==> src/rtl/srs_regfile_if.sv <==
// Bus bundle for srs_regfile: enable, two read ports, core write port,
// sample-load port and the registered read/collision outputs.
interface srs_regfile_if #(
    parameter int WIDTH  = 3,
    parameter int DATA_W = 16
);
    logic              en;
    logic              re1;
    logic              re2;
    logic [WIDTH-1:0]  ar1;
    logic [WIDTH-1:0]  ar2;
    logic              we;
    logic [WIDTH-1:0]  ard;
    logic [DATA_W-1:0] wd;
    logic              smp_we;
    logic [DATA_W-1:0] smp_d;
    logic [DATA_W-1:0] rd1;
    logic [DATA_W-1:0] rd2;
    logic              rd1_vld;
    logic              rd2_vld;
    logic              wr_collide;

    modport master (
        output en, re1, re2, ar1, ar2, we, ard, wd, smp_we, smp_d,
        input  rd1, rd2, rd1_vld, rd2_vld, wr_collide
    );

    modport slave (
        input  en, re1, re2, ar1, ar2, we, ard, wd, smp_we, smp_d,
        output rd1, rd2, rd1_vld, rd2_vld, wr_collide
    );
endinterface

==> src/rtl/srs_regfile.sv <==
// MAC datapath register file: two registered read ports, a core write port and a
// sample-load port into SAMPLE_REG. Define REGFILE_BYPASS_EN for write-first reads.
module srs_regfile #(
    parameter int WIDTH      = 3,
    parameter int DATA_W     = 16,
    parameter int SAMPLE_REG = 0
) (
    input  logic         clk,
    input  logic         rst,
    srs_regfile_if.slave bus
);
    localparam int               DEPTH    = 2 ** WIDTH;
    localparam logic [WIDTH-1:0] SMP_ADDR = WIDTH'(SAMPLE_REG);

    logic [DATA_W-1:0] mem [DEPTH];
    logic              collide;
    logic              core_wr;
    logic [DATA_W-1:0] rd1_next;
    logic [DATA_W-1:0] rd2_next;

    // The sample write owns SAMPLE_REG; a same-cycle core write there is dropped.
    assign collide = bus.we && bus.smp_we && (bus.ard == SMP_ADDR);
    assign core_wr = bus.we && !collide;

    always_comb begin
        // NOTE: give every comb output a default first so no path leaves it unassigned (latch).
        rd1_next = mem[bus.ar1];
        rd2_next = mem[bus.ar2];
`ifdef REGFILE_BYPASS_EN
        // Sample write is applied last so it wins over the core write.
        if (core_wr && (bus.ard == bus.ar1))    rd1_next = bus.wd;
        if (bus.smp_we && (SMP_ADDR == bus.ar1)) rd1_next = bus.smp_d;
        if (core_wr && (bus.ard == bus.ar2))    rd2_next = bus.wd;
        if (bus.smp_we && (SMP_ADDR == bus.ar2)) rd2_next = bus.smp_d;
`endif
    end

    always_ff @(posedge clk or negedge rst) begin
        if (!rst) begin
            // NOTE: the array is cleared by reset, so it maps to flops rather than a RAM macro.
            for (int i = 0; i < DEPTH; i++) mem[i] <= '0;
            bus.rd1        <= '0;
            bus.rd2        <= '0;
            bus.rd1_vld    <= 1'b0;
            bus.rd2_vld    <= 1'b0;
            bus.wr_collide <= 1'b0;
        end else if (bus.en) begin
            // NOTE: non-blocking updates let reads below see the pre-edge array contents.
            if (core_wr)    mem[bus.ard]  <= bus.wd;
            if (bus.smp_we) mem[SMP_ADDR] <= bus.smp_d;
            if (bus.re1)    bus.rd1       <= rd1_next;
            if (bus.re2)    bus.rd2       <= rd2_next;
            bus.rd1_vld    <= bus.re1;
            bus.rd2_vld    <= bus.re2;
            bus.wr_collide <= collide;
        end else begin
            bus.rd1_vld    <= 1'b0;
            bus.rd2_vld    <= 1'b0;
            bus.wr_collide <= 1'b0;
        end
    end
endmodule

==> src/flat_wrapper.sv <==
// flat-port wrapper written by rule: the top's interface ports become plain ports
module srs_regfile_flat 
#(
    parameter int WIDTH      = 3,
    parameter int DATA_W     = 16,
    parameter int SAMPLE_REG = 0
)
  (clk, rst, bus_en, bus_re1, bus_re2, bus_ar1, bus_ar2, bus_we, bus_ard, bus_wd, bus_smp_we, bus_smp_d, bus_rd1, bus_rd2, bus_rd1_vld, bus_rd2_vld, bus_wr_collide);
  srs_regfile_if #(.WIDTH(WIDTH), .DATA_W(DATA_W)) bus_i ();
  input  logic clk;
  input  logic rst;
  input wire logic [$bits(bus_i.en)-1:0] bus_en;
  input wire logic [$bits(bus_i.re1)-1:0] bus_re1;
  input wire logic [$bits(bus_i.re2)-1:0] bus_re2;
  input wire logic [$bits(bus_i.ar1)-1:0] bus_ar1;
  input wire logic [$bits(bus_i.ar2)-1:0] bus_ar2;
  input wire logic [$bits(bus_i.we)-1:0] bus_we;
  input wire logic [$bits(bus_i.ard)-1:0] bus_ard;
  input wire logic [$bits(bus_i.wd)-1:0] bus_wd;
  input wire logic [$bits(bus_i.smp_we)-1:0] bus_smp_we;
  input wire logic [$bits(bus_i.smp_d)-1:0] bus_smp_d;
  output wire logic [$bits(bus_i.rd1)-1:0] bus_rd1;
  output wire logic [$bits(bus_i.rd2)-1:0] bus_rd2;
  output wire logic [$bits(bus_i.rd1_vld)-1:0] bus_rd1_vld;
  output wire logic [$bits(bus_i.rd2_vld)-1:0] bus_rd2_vld;
  output wire logic [$bits(bus_i.wr_collide)-1:0] bus_wr_collide;
  assign bus_i.en = bus_en;
  assign bus_i.re1 = bus_re1;
  assign bus_i.re2 = bus_re2;
  assign bus_i.ar1 = bus_ar1;
  assign bus_i.ar2 = bus_ar2;
  assign bus_i.we = bus_we;
  assign bus_i.ard = bus_ard;
  assign bus_i.wd = bus_wd;
  assign bus_i.smp_we = bus_smp_we;
  assign bus_i.smp_d = bus_smp_d;
  assign bus_rd1 = bus_i.rd1;
  assign bus_rd2 = bus_i.rd2;
  assign bus_rd1_vld = bus_i.rd1_vld;
  assign bus_rd2_vld = bus_i.rd2_vld;
  assign bus_wr_collide = bus_i.wr_collide;
  srs_regfile #(.WIDTH(WIDTH), .DATA_W(DATA_W), .SAMPLE_REG(SAMPLE_REG)) u_core (.clk(clk), .rst(rst), .bus(bus_i));
endmodule
==> config.mk <==
export PLATFORM = sky130hd
export DESIGN_NAME = srs_regfile_flat
export DESIGN_NICKNAME = d
export VERILOG_FILES = /design/src/rtl/srs_regfile_if.sv /design/src/rtl/srs_regfile.sv /design/src/flat_wrapper.sv
export SDC_FILE = /design/constraint.sdc
export NUM_CORES = 1
export LEC_CHECK = 0
export CORE_ASPECT_RATIO = 1.5
export CORE_MARGIN = 2
export CORE_UTILIZATION = 57
export DETAILED_ROUTE_END_ITERATION = 12
export HOLD_SLACK_MARGIN = 0.03
export MAX_ROUTING_LAYER = met4
export PLACE_DENSITY_LB_ADDON = 0.15
export SYNTH_ARGS = -nofsm -noshare
export SYNTH_HDL_FRONTEND = slang
export SYNTH_SLANG_ARGS = --single-unit
==> constraint.sdc <==
create_clock -name clk -period 1.4 [get_ports clk]
set_input_delay 0.28 -clock clk [delete_from_list [all_inputs] [get_ports clk]]
set_output_delay 0.28 -clock clk [all_outputs]
set_load 0.03 [all_outputs]
==> results of run 1 <==
-- power groups by stage --
stage / sequential (µW) / combinational (µW) / clock (µW)
global placement: 6460 / 3630 / 0
finish: 6520 / 3690 / 4940
detailed placement: 6560 / 3750 / 0
floorplan: 6640 / 2080 / 0
CTS: 6490 / 3740 / 4990
global route: 6620 / 3960 / 5170
-- stage by stage --
stage	hold WS, ps	util, %	TNS, ps	total power, µW
6_report	335	73.9	0	15200
5_1_grt	382	73.9	0	15700
4_1_cts	338	74.3	0	15200
3_5_place_dp	231	69.2	-74940	10300
3_3_place_gp	224	69.2	-68120	10100
2_1_floorplan	-15.6	-	-5000	8720
-- state kept, by name (all words and copies together), names as in the netlist --
name and flops:
u_core.bus.rd1 16, u_core.bus.rd2 16, u_core.mem 128, u_core.bus.rd1_vld 1, u_core.bus.wr_collide 1, u_core.bus.rd2_vld 1
-- worst max-delay path by stage --
stage                                         from                     endpoint  cells after the start
floorplan                               bus_ard[1]  u_core.mem[117]$_DFFE_PN0P_                      5
global placement                        bus_ard[1]  u_core.mem[115]$_DFFE_PN0P_                      5
detailed placement                      bus_ard[1]  u_core.mem[127]$_DFFE_PN0P_                      5
CTS                  u_core.bus.rd1[4]$_DFFE_PN0P_                   bus_rd1[4]                      1
global route        u_core.bus.rd2[12]$_DFFE_PN0P_                  bus_rd2[12]                      1
finish                                  bus_ard[2]  u_core.mem[120]$_DFFE_PN0P_                      5
-- worst reg2reg max path, cell delays in order, from the launching register on --
cell	delay, ps
dfrtp_1	480
mux2i_1	130
a22o_1	220
o31ai_1	230
-- placed cells by master (no fill, tap or decap), drive strengths merged, types with 2 or more instances in the layout --
cell type,count
mux2i,64
dlygate4sd2,3
clkbuf,23
clkinvlp,3
dfrtp,163
nand2b,20
nor2,9
mux2,176
clkinv,2
clkdlybuf4s50,39
nand2,38
clkdlybuf4s15,7
buf,102
nor2b,2
inv,3
o31ai,48
o22ai,32
a22o,32
bufinv,4
a2bb2oi,16
-- what timing repair did --
| action | CTS | global route |
|---|---|---|
| resized for setup | 155 | 30 |
| endpoints found under the setup margin | 153 | 26 |
| hold buffers | 1 | 0 |
| cloned | 2 | 0 |
| endpoints found under the hold margin | 35 | 0 |
| pin swaps | 5 | 2 |
| buffers inserted | 2 | 0 |
-- final cells by class --
type                       instances  share of cell area, %
multi-input combinational        442                   38.4
sequential                       163                   38.3
timing repair buffer             152                   15.0
clock buffer                      23                   4.40
tap                              196                   2.31
clock inverter                     9                   1.43
inverter                           3                  0.106
-- metal layers --
layer	GRT usage, %	wire length [µm]	vias up
met5	-	0	-
met1	36.8	8930	3176
met2	56.4	12500	229
li1	-	-	2720
met3	5.87	1090	75
met4	18.3	1270	0
-- cells by family after synthesis --
logic type,share of synthesized area [%]
AND/OR/NAND/NOR,4.14
multiplexers,31.7
AO/OA/AOI/OAI,12.1
buffers and inverters,2.84
flip-flops,49.3
==> metrics.md, run 1 <==
| Metric | Value |
|---|---|
| FF-to-FF End | `u_core.bus.rd1[1]$_DFFE_PN0P_` |
| Routability cong. | `between 0.9 and 1` |
| Routed len/inst | `24.1 µm` |
| Largest area contributor in the netlist | `dfrtp_1` |
| Final hold violation count | `0` |
| Fill cells | `around 980` |
| CP Buf/Inv Count | `2` |
| Share of the synthesized area in the top cell type | `49.3%` |
| Filler-free cell count of the finished design | `between 900 and 1k` |
| Clock Tree Buf Depth | `2` |
| Slew Limit Fails | `0` |
| Post-Route WL | `23.8 mm` |
| Clk Latency, worst-skew pair | `roughly 440 ps` |
| Diode count | `0` |
| Cell variety after synth | `21` |
| Peak Freq | `0.730 GHz` |
| Congestion Overflow GR | `0` |
| Actual transition at the worst max-transition pin | `447 ps` |
| Initial antenna violation count | `0` |
| Post-synth EDFFs | `0` |
| Clock Tree Root | `clkbuf_16` |
| Die Ht | `between 150 and 200 µm` |
| Pwr dens | `between 1000 and 1500 nW/µm²` |
| Part of the power in registers | `a little over two fifths` |
| CP required | `1710 ps` |
| Die width | `102 µm` |
| Vias/cell | `6.28` |
| Share of synthesized registers carrying an async set or reset | `100%` |
| Status | `complete, no violations` |
| Unrepaired setup endpoints after global routing | `false` |
| CP arrival | `roughly 1700 ps` |
| Worst reg2reg path depth | `3` |
| Drt pass-1 iters | `4` |
| Fin worst setup slack | `29.7 ps` |
| Top cells by count, synth | `mux2_2, dfrtp_1, mux2i_1` |
| Startpoint types | `input pin` |
| Max_cap viols | `0` |
| Final setup fails | `0` |
| Design area | `approximately 11000 µm²` |
| Layout cells sized above 1 | `41.8%` |
| CP endpoint kind | `flop` |
| Vias in the first global route | `6666` |
| Crit path largest cell delay | `620 ps` |
| Inst Count DP | `951` |
| Syn_nets | `approximately 700` |
| Clk sinks | `163` |
| Global Route Usage Sum | `33.2%` |
| Internal power | `approximately 11000 µW` |
| Row count | `54` |
| Remaining DRCs | `0` |
| Max IR drop VDD | `0.858 mV` |
| Clk pwr share | `32.6%` |
| Class of the worst hold path | `input pin to async pin` |
| Peak fanout along the critical path | `12` |
| CORE AREA | `~14000 µm²` |
| Ys flop type | `dfrtp_1` |
| Leak Pwr | `0.00474 µW` |
| Final ANT Viol Nets | `0` |
| Iteration-0 DRC Markers | `approximately 320` |
| Post-Synthesis Cells | `656` |
| Fin crit period | `about 1400 ps` |
| Largest net degree at the start of global routing | `42` |
| Tcrit/Tclk final | `97.9%` |
| Switching power | `4390 µW` |
| Multi-input logic area | `4090 µm²` |
| TritonCTS clock tree | `yes` |
| Clock slew at reported path FFs | `70 ps` |
| Synth Area per Inst | `12.6 µm²` |
| Crit-path leading delay family | `simple AND/OR/NAND/NOR gates` |
| NumNets Final | `827` |
| Sequential share of the synthesized area | `roughly half` |
| Placed Area | `between 9000 and 10000 µm²` |
| H-tree levels | `4` |
| Worst Skew | `12.1 ps` |
| I/O Buffers | `between 80 and 90` |
| Switching Share | `29.0%` |
| Via count | `6200` |
| Number of buffers created by CTS | `17` |
| Synth Cell Area | `8280 µm²` |
| Initial Util | `a little under three fifths` |
| RR Startpoint | `u_core.mem[113]$_DFFE_PN0P_` |
| Combinational power share | `24.4%` |
| Worst-path cell with the longest stage delay | `or4b_4` |
| Hpwl dp | `16.4 mm` |
| Total Die Area | `15500 µm²` |
| Top cells by area, synth | `dfrtp_1, mux2_2, mux2i_1` |
| Synth warn | `0` |
| DP Worst Slack | `-599 ps` |
| Worst path cell trace | `clkdlybuf4s15_1 > or4b_4 > buf_12 > o31ai_1 > a2bb2oi_2` |
| First-pass GRT wire length | `36.6 mm` |
| Most frequent cell after synthesis | `mux2_2` |
| Register area | `4080 µm²` |
| Reg2reg setup slack | `230 ps` |
| Slew margin rel. | `approximately 70%` |
| I/O pin count | `83` |
| Crit path kind | `input pin to flop` |
| Synth-to-Final Area Change | `28.5%` |
| #FFs+latches synth | `163` |
(Power assumes the default switching activity.)
==> run 2, diff against run 1 <==
--- a/config.mk
+++ b/config.mk
@@ -6,12 +6,13 @@
 export NUM_CORES = 1
 export LEC_CHECK = 0
 export CORE_ASPECT_RATIO = 1.5
-export CORE_MARGIN = 2
+export CORE_MARGIN = 1
 export CORE_UTILIZATION = 57
 export DETAILED_ROUTE_END_ITERATION = 12
 export HOLD_SLACK_MARGIN = 0.03
 export MAX_ROUTING_LAYER = met4
 export PLACE_DENSITY_LB_ADDON = 0.15
+export SETUP_SLACK_MARGIN = 0.15
 export SYNTH_ARGS = -nofsm -noshare
 export SYNTH_HDL_FRONTEND = slang
 export SYNTH_SLANG_ARGS = --single-unit
==> run 2 against run 1 <==
Count of clock-buffer cells in the layout down 2. Register-to-register slack about the same. Clock skew down 4.2 ps. Worst hold slack worse by 31 ps. Core utilization up 3.6 points. Die area down 3.2%. Total power down 3.1%. Largest cell class unchanged.
==> metrics.md, run 2 (synthesis results as in run 1) <==
| Metric | Value |
|---|---|
| Actual transition at the worst max-transition pin | `~480 ps` |
| CP required | `between 1500 and 2000 ps` |
| Synth-to-Final Area Change | `32.2%` |
| Largest register FFs | `128` |
| Final setup fails | `0` |
| Number of buffers created by CTS | `17` |
| Remaining DRCs | `0` |
| Peak Freq | `0.779 GHz` |
| Slew margin rel. | `68.0%` |
| NumNets Final | `851` |
| First-pass GRT wire length | `36.6 mm` |
| Total Die Area | `15000 µm²` |
| RR Startpoint | `u_core.mem[13]$_DFFE_PN0P_` |
| Worst reg2reg path depth | `3` |
| Pwr dens | `1340 nW/µm²` |
| Final ANT Viol Nets | `0` |
| Worst Setup EP | `u_core.mem[119]$_DFFE_PN0P_` |
| Routability cong. | `0.902` |
| Worst path cell trace | `buf_6 > or4b_4 > buf_12 > buf_12 > o31ai_4 > a2bb2oi_1` |
| Clk Latency, worst-skew pair | `430 ps` |
| Commonest non-fill, non-tap cell in the layout | `mux2_2` |
| Diode count | `0` |
| Crit path kind | `input pin to flop` |
| DR WL met2 | `12.3 mm` |
| I/O Buffers | `82` |
| Crit path largest cell delay | `610 ps` |
| Worst-path cell with the longest stage delay | `or4b_4` |
| Critical Path Most Common Cell | `buf_12` |
| Initial antenna violation count | `0` |
| Die Ht | `150 µm` |
| Largest net degree at the start of global routing | `43` |
| Layout cells sized above 1 | `45.4%` |
| TritonCTS clock tree | `yes` |
| Tcrit/Tclk final | `91.7%` |
| I/O pin count | `83` |
| Unrepaired setup endpoints after global routing | `true` |
| Highest routing layer actually used | `met4` |
| Met1 wire length | `8.61 mm` |
| Register area | `4080 µm²` |
| Initial Util | `58.6%` |
| Post-layout power | `14700 µW` |
| CORE AREA | `14100 µm²` |
| Leak Pwr | `0.00490 µW` |
| Vias/cell | `6.33` |
| WP depth | `6` |
| Hold_ws | `approximately 300 ps` |
| CP Launch Point | `bus_ard[0]` |
| Routed len/inst | `23.3 µm` |
| Slew Limit Fails | `0` |
| Hpwl dp | `between 15 and 20 mm` |
| Fin crit period | `1280 ps` |
| Startpoint types | `input pin` |
| Worst Skew | `7.88 ps` |
| Status | `complete, no violations` |
| Placed Area | `between 9000 and 10000 µm²` |
| Clk sinks | `between 150 and 200` |
| Post-Route WL | `around 23 mm` |
| Drt pass-1 iters | `5` |
| Max IR drop VDD | `1.02 mV` |
| Reg with most FFs | `u_core.mem` |
| CP endpoint kind | `flop` |
| Most frequent cells in the layout | `mux2_2, dfrtp_1, mux2i_1` |
| Multi-input logic area | `4230 µm²` |
| Iteration-0 DRC Markers | `317` |
| Clock Tree Buf Depth | `2` |
| Top flop regs | `u_core.mem: 128 flops, u_core.bus.rd1: 16 flops, u_core.bus.rd2: 16 flops` |
| Class of the worst hold path | `input pin to async pin` |
| Congestion Overflow GR | `0` |
| Met3 WL post-DR | `959 µm` |
| Clock Tree Root | `clkbuf_16` |
| CP arrival | `~1600 ps` |
| Reg2reg setup slack | `230 ps` |
| Die width | `100 µm` |
| H-tree levels | `4` |
| Crit-path leading delay family | `simple AND/OR/NAND/NOR gates` |
| Design area | `10900 µm²` |
| Via count | `6351` |
| Max_cap viols | `0` |
| Peak fanout along the critical path | `5` |
| Row count | `53` |
| CP Buf/Inv Count | `3` |
| Clock slew at reported path FFs | `60 ps` |
| Vias in the first global route | `6846` |
| Final hold violation count | `0` |
| Fill cells | `888` |
| Global Route Usage Sum | `34.2%` |
| FF-to-FF End | `u_core.bus.rd2[13]$_DFFE_PN0P_` |
run 2: stage by stage:
stage               instances  setup slack, ps  setup TNS (ps)  utilization, %
finish                   1004              116               0            77.5
global route             1004             90.2               0            77.5
CTS                       994            -25.8           -25.8            76.6
detailed placement        952             -654          -76920            70.4
global placement          952             -593          -71290            70.4
floorplan                 656             -104           -3390               -
run 2: final cells by class:
cell class / instances / area share (%)
Clock inverter: 7 / 0.343
Inverter: 3 / 0.103
Tap cell: 192 / 2.20
Timing Repair Buffer: 176 / 17.3
Multi-Input combinational cell: 442 / 38.6
Clock buffer: 21 / 4.21
Sequential cell: 163 / 37.3
run 2: report_power, final:
| group | switching (µW) | total, µW | leakage (µW) | internal (µW) |
|---|---|---|---|---|
| clock network | 1780 | 4080 | 0.000250 | 2300 |
| registers | 812 | 6530 | 0.00199 | 5720 |
| logic | 1820 | 4080 | 0.00266 | 2260 |
| total | 4420 | 14700 | 0.00490 | 10300 |
run 2: worst reg2reg max path: cells and delay by family, from the launching register on:
kind,cells,cell delay (ps)
flip-flops,1,400
AO/OA/AOI/OAI,2,380
multiplexers,1,270
run 2: layer usage:
layer,global-route usage [%],vias up
li1,-,2772
met1,36.3,3239
met2,57.8,242
met3,5.23,98
met4,24.3,0
met5,-,-
run 2: worst min-delay path by stage:
stage / endpoint / slack (ps) / cells after the start
6_report: u_core.mem[122]$_DFFE_PN0P_ / 300 / 2
5_1_grt: u_core.mem[107]$_DFFE_PN0P_ / 310 / 2
4_1_cts: u_core.mem[122]$_DFFE_PN0P_ / 300 / 2
3_5_place_dp: u_core.mem[107]$_DFFE_PN0P_ / 180 / 1
3_3_place_gp: u_core.mem[87]$_DFFE_PN0P_ / 180 / 1
2_1_floorplan: u_core.bus.rd1[0]$_DFFE_PN0P_ / -20 / 0
run 2: repair_timing:
action,4_1_cts,5_1_grt
setup buffers,11,10
cloned,2,0
pin swaps,16,8
hold endpoints to repair,35,0
resized for setup,295,19
hold buffers,1,0
setup endpoints to repair,183,104
